File: src/rtl/seg7_scan_ctrl_pkg.sv
`default_nettype none
// ============================================================================
//  Module      : seg7_scan_ctrl_pkg
//  Description : Shared definitions for the 7-segment scan controller.
//                Holds the sequencer state encoding, the active-low segment
//                patterns (abcdefg, seg[6] = a), and a helper that sizes the
//                BCD accumulator from the binary input width.
//  Revision    : 1.0  initial release
// ============================================================================
package seg7_scan_ctrl_pkg;

    typedef enum logic [1:0] {
        ST_IDLE  = 2'd0,
        ST_LOAD  = 2'd1,
        ST_SHIFT = 2'd2,
        ST_DONE  = 2'd3
    } state_e;

    localparam logic [6:0] C_SEG_BLANK = 7'b1111111;
    localparam logic [6:0] C_SEG_DASH  = 7'b1111110;

    // Decimal digits needed to hold 2**data_w - 1, i.e. ceil(data_w*log10(2)).
    // log10(2) is irrational, so the rounded-up fixed-point product never
    // lands exactly on an integer boundary.
    function automatic int bcd_nibbles(input int data_w);
        return (data_w * 30103 + 99999) / 100000;
    endfunction

    function automatic logic [6:0] seg_pattern(input logic [3:0] nib);
        logic [6:0] pat;
        case (nib)
            4'd0:    pat = 7'b0000001;
            4'd1:    pat = 7'b1001111;
            4'd2:    pat = 7'b0010010;
            4'd3:    pat = 7'b0000110;
            4'd4:    pat = 7'b1001100;
            4'd5:    pat = 7'b0100100;
            4'd6:    pat = 7'b0100000;
            4'd7:    pat = 7'b0001111;
            4'd8:    pat = 7'b0000000;
            4'd9:    pat = 7'b0000100;
            default: pat = C_SEG_BLANK;
        endcase
        return pat;
    endfunction

endpackage
`default_nettype wire

File: src/rtl/seg7_scan_ctrl_if.sv
`default_nettype none
// ============================================================================
//  Module      : seg7_scan_ctrl_if
//  Description : Request/status bundle between the datapath and the display
//                sequencer.
//                  value  (master->slave) binary result to display
//                  update (master->slave) one-cycle conversion request
//                  busy   (slave->master) conversion in progress
//                  ovf    (slave->master) committed value does not fit
//  Revision    : 1.0  initial release
// ============================================================================
interface seg7_scan_ctrl_if #(
    parameter int DATA_W = 32
);
    logic [DATA_W-1:0] value;
    logic              update;
    logic              busy;
    logic              ovf;

    modport master (
        output value,
        output update,
        input  busy,
        input  ovf
    );

    modport slave (
        input  value,
        input  update,
        output busy,
        output ovf
    );
endinterface
`default_nettype wire

File: src/rtl/seg7_scan_ctrl_bcd_conv.sv
`default_nettype none
// ============================================================================
//  Module      : seg7_bcd_conv
//  Description : Serial double-dabble binary-to-BCD converter. A start pulse
//                captures value and clears the accumulator; each of the next
//                DATA_W cycles adds 3 to every nibble >= 5 and then shifts
//                {accumulator, data} left by one.
//  Ports       : clk, rst_n        clock / async active-low reset
//                start             capture value (LOAD cycle)
//                value[DATA_W]     binary operand
//                busy              shifts still outstanding
//                last              final shift happens this cycle
//                bcd[4*NIBBLES]    BCD result, nibble 0 = units
//  Revision    : 1.0  initial release
// ============================================================================
module seg7_bcd_conv #(
    parameter int DATA_W  = 32,
    parameter int NIBBLES = 10
) (
    input  wire logic                   clk,
    input  wire logic                   rst_n,
    input  wire logic                   start,
    input  wire logic [DATA_W-1:0]      value,
    output logic                        busy,
    output logic                        last,
    output logic [4*NIBBLES-1:0]        bcd
);

    localparam int                CNT_W    = $clog2(DATA_W + 1);
    localparam logic [CNT_W-1:0] C_SHIFTS = CNT_W'(DATA_W);
    localparam int                CAT_W    = 4 * NIBBLES + DATA_W;

    logic [DATA_W-1:0]    sr_q,  sr_d;
    logic [4*NIBBLES-1:0] acc_q, acc_d;
    logic [CNT_W-1:0]     cnt_q, cnt_d;
    logic [4*NIBBLES-1:0] acc_adj;
    logic [CAT_W-1:0]     cat_shl;

    // Per-nibble +3 correction ahead of the shift.
    for (genvar gi = 0; gi < NIBBLES; gi++) begin : g_adj
        assign acc_adj[4*gi +: 4] = (acc_q[4*gi +: 4] >= 4'd5) ? acc_q[4*gi +: 4] + 4'd3
                                                                : acc_q[4*gi +: 4];
    end

    // Accumulator and data register shift as one wide word; the data MSB
    // falls into the units nibble.
    assign cat_shl = {acc_adj, sr_q} << 1;

    always_comb begin
        sr_d  = sr_q;
        acc_d = acc_q;
        cnt_d = cnt_q;
        if (start) begin
            sr_d  = value;
            acc_d = '0;
            cnt_d = C_SHIFTS;
        end else if (cnt_q != '0) begin
            acc_d = cat_shl[CAT_W-1:DATA_W];
            sr_d  = cat_shl[DATA_W-1:0];
            cnt_d = cnt_q - 1'b1;
        end
    end

    always_ff @(posedge clk or negedge rst_n) begin
        if (!rst_n) begin
            sr_q  <= '0;
            acc_q <= '0;
            cnt_q <= '0;
        end else begin
            sr_q  <= sr_d;
            acc_q <= acc_d;
            cnt_q <= cnt_d;
        end
    end

    assign busy = (cnt_q != '0);
    assign last = (cnt_q == CNT_W'(1));
    assign bcd  = acc_q;

endmodule
`default_nettype wire

File: src/rtl/seg7_scan_ctrl.sv
`default_nettype none
// ============================================================================
//  Module      : seg7_scan_ctrl
//  Description : Samples a datapath result on request, converts it to BCD
//                through seg7_bcd_conv and time-multiplexes the low
//                NUM_DIGITS digits onto one shared active-low segment bus.
//  Ports       : clk               system clock, rising edge
//                rst_n             asynchronous active-low reset
//                bus (slave)       value/update in, busy/ovf out
//                seg[6:0]          active-low segments a..g (seg[6] = a)
//                an[NUM_DIGITS]    active-low one-hot digit enable
//  Revision    : 1.0  initial release
// ============================================================================
module seg7_scan_ctrl
    import seg7_scan_ctrl_pkg::*;
#(
    parameter int DATA_W      = 32,
    parameter int NUM_DIGITS  = 4,
    parameter int REFRESH_DIV = 50000,
    parameter bit LZ_BLANK    = 1'b1
) (
    input  wire logic               clk,
    input  wire logic               rst_n,
    seg7_scan_ctrl_if.slave         bus,
    output logic [6:0]              seg,
    output logic [NUM_DIGITS-1:0]   an
);

    localparam int NIB   = bcd_nibbles(DATA_W);
    localparam int REF_W = $clog2(REFRESH_DIV);
    localparam int IDX_W = (NUM_DIGITS > 1) ? $clog2(NUM_DIGITS) : 1;

    localparam logic [REF_W-1:0] C_REF_LAST = REF_W'(REFRESH_DIV - 1);
    localparam logic [IDX_W-1:0] C_IDX_LAST = IDX_W'(NUM_DIGITS - 1);

    // ---------------------------------------------------------------- state
    state_e                    state_q,   state_d;
    logic                      busy_q,    busy_d;
    logic                      pending_q, pending_d;
    logic                      ovf_q,     ovf_d;
    logic [4*NUM_DIGITS-1:0]   disp_q,    disp_d;
    logic [REF_W-1:0]          refresh_q, refresh_d;
    logic [IDX_W-1:0]          idx_q,     idx_d;
    logic [6:0]                seg_q,     seg_d;
    logic [NUM_DIGITS-1:0]     an_q,      an_d;

    // ------------------------------------------------------------ converter
    logic                conv_start;
    logic                conv_busy;
    logic                conv_last;
    logic [4*NIB-1:0]    conv_bcd;
    logic                ovf_hit;

    seg7_bcd_conv #(
        .DATA_W  (DATA_W),
        .NIBBLES (NIB)
    ) u_conv (
        .clk   (clk),
        .rst_n (rst_n),
        .start (conv_start),
        .value (bus.value),
        .busy  (conv_busy),
        .last  (conv_last),
        .bcd   (conv_bcd)
    );

    // Anything above the displayed digits means the value does not fit.
    if (NIB > NUM_DIGITS) begin : g_ovf_hi
        assign ovf_hit = |conv_bcd[4*NIB-1:4*NUM_DIGITS];
    end else begin : g_ovf_none
        assign ovf_hit = 1'b0;
    end

    // ----------------------------------------------------- sequencer + scan
    logic [6:0] pat [NUM_DIGITS];
    logic       lead_zero;
    logic [3:0] nib;

    always_comb begin
        state_d    = state_q;
        busy_d     = busy_q;
        pending_d  = pending_q;
        ovf_d      = ovf_q;
        disp_d     = disp_q;
        conv_start = 1'b0;

        case (state_q)
            ST_IDLE: begin
                if (bus.update || pending_q) begin
                    state_d   = ST_LOAD;
                    busy_d    = 1'b1;
                    pending_d = 1'b0;
                end
            end
            ST_LOAD: begin
                conv_start = 1'b1;
                state_d    = ST_SHIFT;
                if (bus.update) pending_d = 1'b1;
            end
            ST_SHIFT: begin
                if (bus.update) pending_d = 1'b1;
                if (conv_last || !conv_busy) state_d = ST_DONE;
            end
            ST_DONE: begin
                if (bus.update) pending_d = 1'b1;
                disp_d  = conv_bcd[4*NUM_DIGITS-1:0];
                ovf_d   = ovf_hit;
                busy_d  = 1'b0;
                state_d = ST_IDLE;
            end
            default: state_d = ST_IDLE;
        endcase

        // Digit slot timer runs regardless of the sequencer.
        if (refresh_q == C_REF_LAST) begin
            refresh_d = '0;
            idx_d     = (idx_q == C_IDX_LAST) ? '0 : idx_q + 1'b1;
        end else begin
            refresh_d = refresh_q + 1'b1;
            idx_d     = idx_q;
        end

        // Patterns are rendered from the next-state display so that a commit
        // and the segment bus update land on the same edge. Walking from the
        // most significant digit down tracks whether everything above is zero.
        lead_zero = 1'b1;
        nib       = '0;
        for (int k = NUM_DIGITS - 1; k >= 0; k--) begin
            nib = disp_d[4*k +: 4];
            if (ovf_d)
                pat[k] = C_SEG_DASH;
            else if (LZ_BLANK && (k > 0) && lead_zero && (nib == 4'd0))
                pat[k] = C_SEG_BLANK;
            else
                pat[k] = seg_pattern(nib);
            if (nib != 4'd0) lead_zero = 1'b0;
        end

        // seg and an both come from idx_d so they switch together.
        seg_d = pat[idx_d];
        an_d  = ~(NUM_DIGITS'(1) << idx_d);
    end

    always_ff @(posedge clk or negedge rst_n) begin
        if (!rst_n) begin
            state_q   <= ST_IDLE;
            busy_q    <= 1'b0;
            pending_q <= 1'b0;
            ovf_q     <= 1'b0;
            disp_q    <= '0;
            refresh_q <= '0;
            idx_q     <= '0;
            seg_q     <= C_SEG_BLANK;
            an_q      <= '1;
        end else begin
            state_q   <= state_d;
            busy_q    <= busy_d;
            pending_q <= pending_d;
            ovf_q     <= ovf_d;
            disp_q    <= disp_d;
            refresh_q <= refresh_d;
            idx_q     <= idx_d;
            seg_q     <= seg_d;
            an_q      <= an_d;
        end
    end

    assign bus.busy = busy_q;
    assign bus.ovf  = ovf_q;
    assign seg      = seg_q;
    assign an       = an_q;

endmodule
`default_nettype wire

File: src/flat_wrapper.sv
// flat-port wrapper written by rule: the top's interface ports become plain ports
module seg7_scan_ctrl_flat import seg7_scan_ctrl_pkg::*;
#(
    parameter int DATA_W      = 32,
    parameter int NUM_DIGITS  = 4,
    parameter int REFRESH_DIV = 50000,
    parameter bit LZ_BLANK    = 1'b1
)
  (clk, rst_n, seg, an, bus_value, bus_update, bus_busy, bus_ovf);
  seg7_scan_ctrl_if #(.DATA_W(DATA_W)) bus_i ();
  input  wire logic clk;
  input  wire logic rst_n;
  output logic [6:0] seg;
  output logic [NUM_DIGITS-1:0] an;
  input wire logic [$bits(bus_i.value)-1:0] bus_value;
  input wire logic [$bits(bus_i.update)-1:0] bus_update;
  output wire logic [$bits(bus_i.busy)-1:0] bus_busy;
  output wire logic [$bits(bus_i.ovf)-1:0] bus_ovf;
  assign bus_i.value = bus_value;
  assign bus_i.update = bus_update;
  assign bus_busy = bus_i.busy;
  assign bus_ovf = bus_i.ovf;
  seg7_scan_ctrl #(.DATA_W(DATA_W), .NUM_DIGITS(NUM_DIGITS), .REFRESH_DIV(REFRESH_DIV), .LZ_BLANK(LZ_BLANK)) u_core (.clk(clk), .rst_n(rst_n), .bus(bus_i), .seg(seg), .an(an));
endmodule
File: config.mk
export PLATFORM = sky130hd
export DESIGN_NAME = seg7_scan_ctrl_flat
export DESIGN_NICKNAME = d
export VERILOG_FILES = /design/src/rtl/seg7_scan_ctrl_pkg.sv /design/src/rtl/seg7_scan_ctrl_if.sv /design/src/rtl/seg7_scan_ctrl_bcd_conv.sv /design/src/rtl/seg7_scan_ctrl.sv /design/src/flat_wrapper.sv
export SDC_FILE = /design/constraint.sdc
export NUM_CORES = 1
export LEC_CHECK = 0
export BUFFER_PORTS_ARGS = -buffer_cell sky130_fd_sc_hd__buf_2
export CAP_MARGIN = 20
export CORE_MARGIN = 2
export CORE_UTILIZATION = 50
export DETAILED_ROUTE_END_ITERATION = 8
export GPL_TIMING_DRIVEN = 0
export PLACE_DENSITY = 0.7
export SKIP_LAST_GASP = 1
export SLEW_MARGIN = 25
export SYNTH_ARGS = -nofsm -noshare
export SYNTH_HDL_FRONTEND = slang
export SYNTH_SLANG_ARGS = --single-unit
File: constraint.sdc
create_clock -name clk -period 7.3 [get_ports clk]
set_clock_uncertainty 0.2 [all_clocks]
set_input_delay 1.095 -clock clk [delete_from_list [all_inputs] [get_ports clk]]
set_output_delay 1.095 -clock clk [all_outputs]
set_load 0.005 [all_outputs]
==> results.md <==
* #FFs+latches synth at 128
* Die Wd at around 120 um
* Slowest CP cell: mux2i_1
* Rel. slew slack at 51.0%
* Pwr Density at 414 nW/um2
* Final setup vio count at 0
* # IOs at 48
* Initial antenna violation count at 0
* P&R area growth vs syn at 15.0%
* Setup Fix Bufs, Post-CTS at 0
* Cells along the critical path: ha_1 -> buf_6 -> buf_6 -> mux2i_1 -> ha_1 -> nor4b_1 -> a31o_2 -> and3_1 -> nor3_4 -> a2111o_1 -> o41ai_1
* Final worst-path cycle share at 48.1%
* Top_reg_cell synth: dfrtp_1
* Gpl congestion at 0.872
* CP required at 7410 ps
* Final wirelength at 16400 um
* Hold Buf Count CTS at 0
* Startpoint Class: flop
* # resized after CTS at 0
* CTS sink cnt at approximately 130
* Die ar. at 15400 um2
* Post-synth EDFFs at 0
* Detailed Place HPWL at between 10000 and 15000 um
* Status: finished clean
* Fin. max-slew vios at 0
* Mapped Avg Cell Area at 9.35 um2
* Clock root buffer: clkbuf_16
* Worst hold slack at 289 ps
* Util after Layout at 59.5%
* Tot GR Track Use at between 20 and 25%
* Mapped Cells at 774
* Max clock buf depth at 2
* 1st-iter DRT viols at 396
* Peak supply drop at roughly 0.27 mV
* Crit Path Class: reg -> reg
* Largest net degree at the start of global routing at 81
* CTS tree: yes
* Clock transition at path regs at 60 ps
* Share of cells above drive strength 1 at a little over an eighth
* Skew-Pair Late Insertion Delay at 420 ps
* Hold Path Class: reg -> reg
* # port buffers at 47
* Nets@finish at 926
* Dpl cells at 1002
* Worst-margin pin slew at 734 ps
* Post-route ant nets at 0
* Setup TNS at 0 ps
* Worst Path Arrival at around 3600 ps
* Initial DRT Pass Iterations at 5
* Vias/cell at between 5 and 6
* Commonest non-fill, non-tap cell in the layout: dfrtp_1
* CTS buffer count at 17
* Post-Syn Nets at 859
* Average wire per standard cell at about 16 um
* Yosys warning total at 0
* RSZ-0062 raised after global routing: no
* DR DRC count at 0
* Core Rows at 43
* Total gr overflow at 0
* Worst slack, placed at 3830 ps
* Final setup margin at 3790 ps
* Vias at 5835
* CP endpoint kind: flop
* Vias in the first global route at 5971
* Number of library cell types mapped by synthesis at approximately 60
* Non-filler instance count after layout at 1034
* Top delay family on crit path: compound AO/OA/AOI/OAI gates
* Core area at 14000 um2
* Commonest non-fill, non-tap cells in the layout: dfrtp_1 (117), nand2_1 (109), o21ai_0 (76), a21oi_1 (67), nor2_1 (57)
* First-pass GRT wire length at 27900 um
* Ys async rst share at 100%
* Synthesized cell area at 7240 um2
* Post-route minimum period at 3510 ps
* Seq/Total Area, Yosys at 44.5%
* Die Ht at roughly 120 um
* N_diodes at 0
* Max stage delay on crit path at 440 ps
* Initial core utilization at 51.7%
* Max-cap viol count at 0
* Leakage power figure at 3.95 nW
* H-tree depth at 4
* Max Fclk at between 200 and 300 MHz
* Peak fanout along the critical path at 10
* Final hold violation count at 0
* CP bufs+invs at 2
==> layer usage <==
layer	track usage, %	wire (um)	part of all wire (%)	up-vias
met3	4.90	701	4.3	21
met2	37.6	8290	50	160
met4	7.14	187	1.1	0
met5	0	0	0	-
met1	27.8	7250	44	2846
li1	-	-	-	2808
==> worst register-to-register path: stages (launching register included) <==
cell and delay, ps:
dfrtp_1 400, ha_1 340, buf_6 220, buf_6 180, mux2i_1 440, ha_1 290, nor4b_1 250, a31o_2 220
and3_1 290, nor3_4 90, a2111o_1 400, o41ai_1 80
==> layout make-up <==
class                           instances  area (um2)
Fill cell                            1195        5670
Clock buffer                           19         453
Multi-Input combinational cell        570        3710
Clock inverter                         13         136
Timing Repair Buffer                   48         273
Sequential cell                       128        3220
Tap cell                              180         225
Inverter                               43         164
Buffer                                 33         146
==> per-stage QoR <==
stage	power (mW)	cell area (um2)
6_report	3.45	8320
4_1_cts	3.45	8320
3_3_place_gp	2.50	7700
5_1_grt	3.71	8320
3_5_place_dp	2.59	7730
2_1_floorplan	2.19	7240
==> registers in the layout, indices dropped and copies added (netlist names), 2 cells and up <==
name,count
u_core.idx_q,2
u_core.state_q,2
u_core.disp_q,16
u_core.u_conv.cnt_q,6
u_core.seg,7
u_core.u_conv.bcd,40
u_core.refresh_q,16
u_core.an,4
u_core.u_conv.sr_q,32
==> path summary, 6_finish.rpt <==
check	from	to	cells after the start	slack (ps)
setup / recovery	u_core.state_q[0]	u_core.seg[0]	11	3790
hold / removal	u_core.u_conv.cnt_q[5]	u_core.u_conv.cnt_q[5]	1	290
setup reg to reg	u_core.state_q[0]	u_core.seg[0]	11	3790
hold reg to reg	u_core.u_conv.cnt_q[5]	u_core.u_conv.cnt_q[5]	1	290
max in group asynchronous	rst_n	u_core.seg[2]	2	5780
min in group asynchronous	rst_n	u_core.u_conv.bcd[25]	1	380
==> Yosys cell counts, types with 3 or more instances <==
cell type / instances / area (um2)
a211oi_1: 8 / 60.1
inv_1: 40 / 150
and3_1: 6 / 37.5
nand4_1: 3 / 18.8
buf_2: 3 / 15.0
xnor2_1: 18 / 158
xor2_1: 15 / 131
ha_1: 50 / 626
a21oi_1: 67 / 335
nor3b_1: 4 / 30.0
or3_1: 3 / 18.8
clkbuf_1: 22 / 82.6
nand3_1: 21 / 105
mux2_2: 6 / 67.6
a311oi_1: 3 / 26.3
dfrtp_1: 117 / 2930
nand2b_1: 12 / 75.1
a221oi_1: 4 / 35.0
dfstp_2: 11 / 289
and2_1: 4 / 25.0
nor4b_1: 4 / 35.0
nor3_1: 18 / 90.1
o21ai_0: 76 / 380
buf_1: 5 / 18.8
nand2_1: 109 / 409
nor2_1: 57 / 214
a211o_1: 3 / 26.3
mux2i_1: 44 / 440
==> kinds of logic (layout without fill, tap and decap cells) <==
group,Yosys count,count (layout),share of synthesized area [%]
XOR/XNOR,33,33,3.99
multiplexers,53,53,7.85
buffers and inverters,76,156,4.29
AO/OA/AOI/OAI,181,181,14.6
flip-flops,128,128,44.5
adder cells (fa/ha/maj),50,50,8.65
AND/OR/NAND/NOR,253,253,16.1
==> power breakdown <==
group	internal [mW]	switching [mW]	total (mW)
combinational	0.596	0.890	1.49
clock	0.520	0.327	0.847
sequential	0.944	0.172	1.12
total	2.06	1.39	3.45
Note: power is estimated with default switching activity, not from simulation.
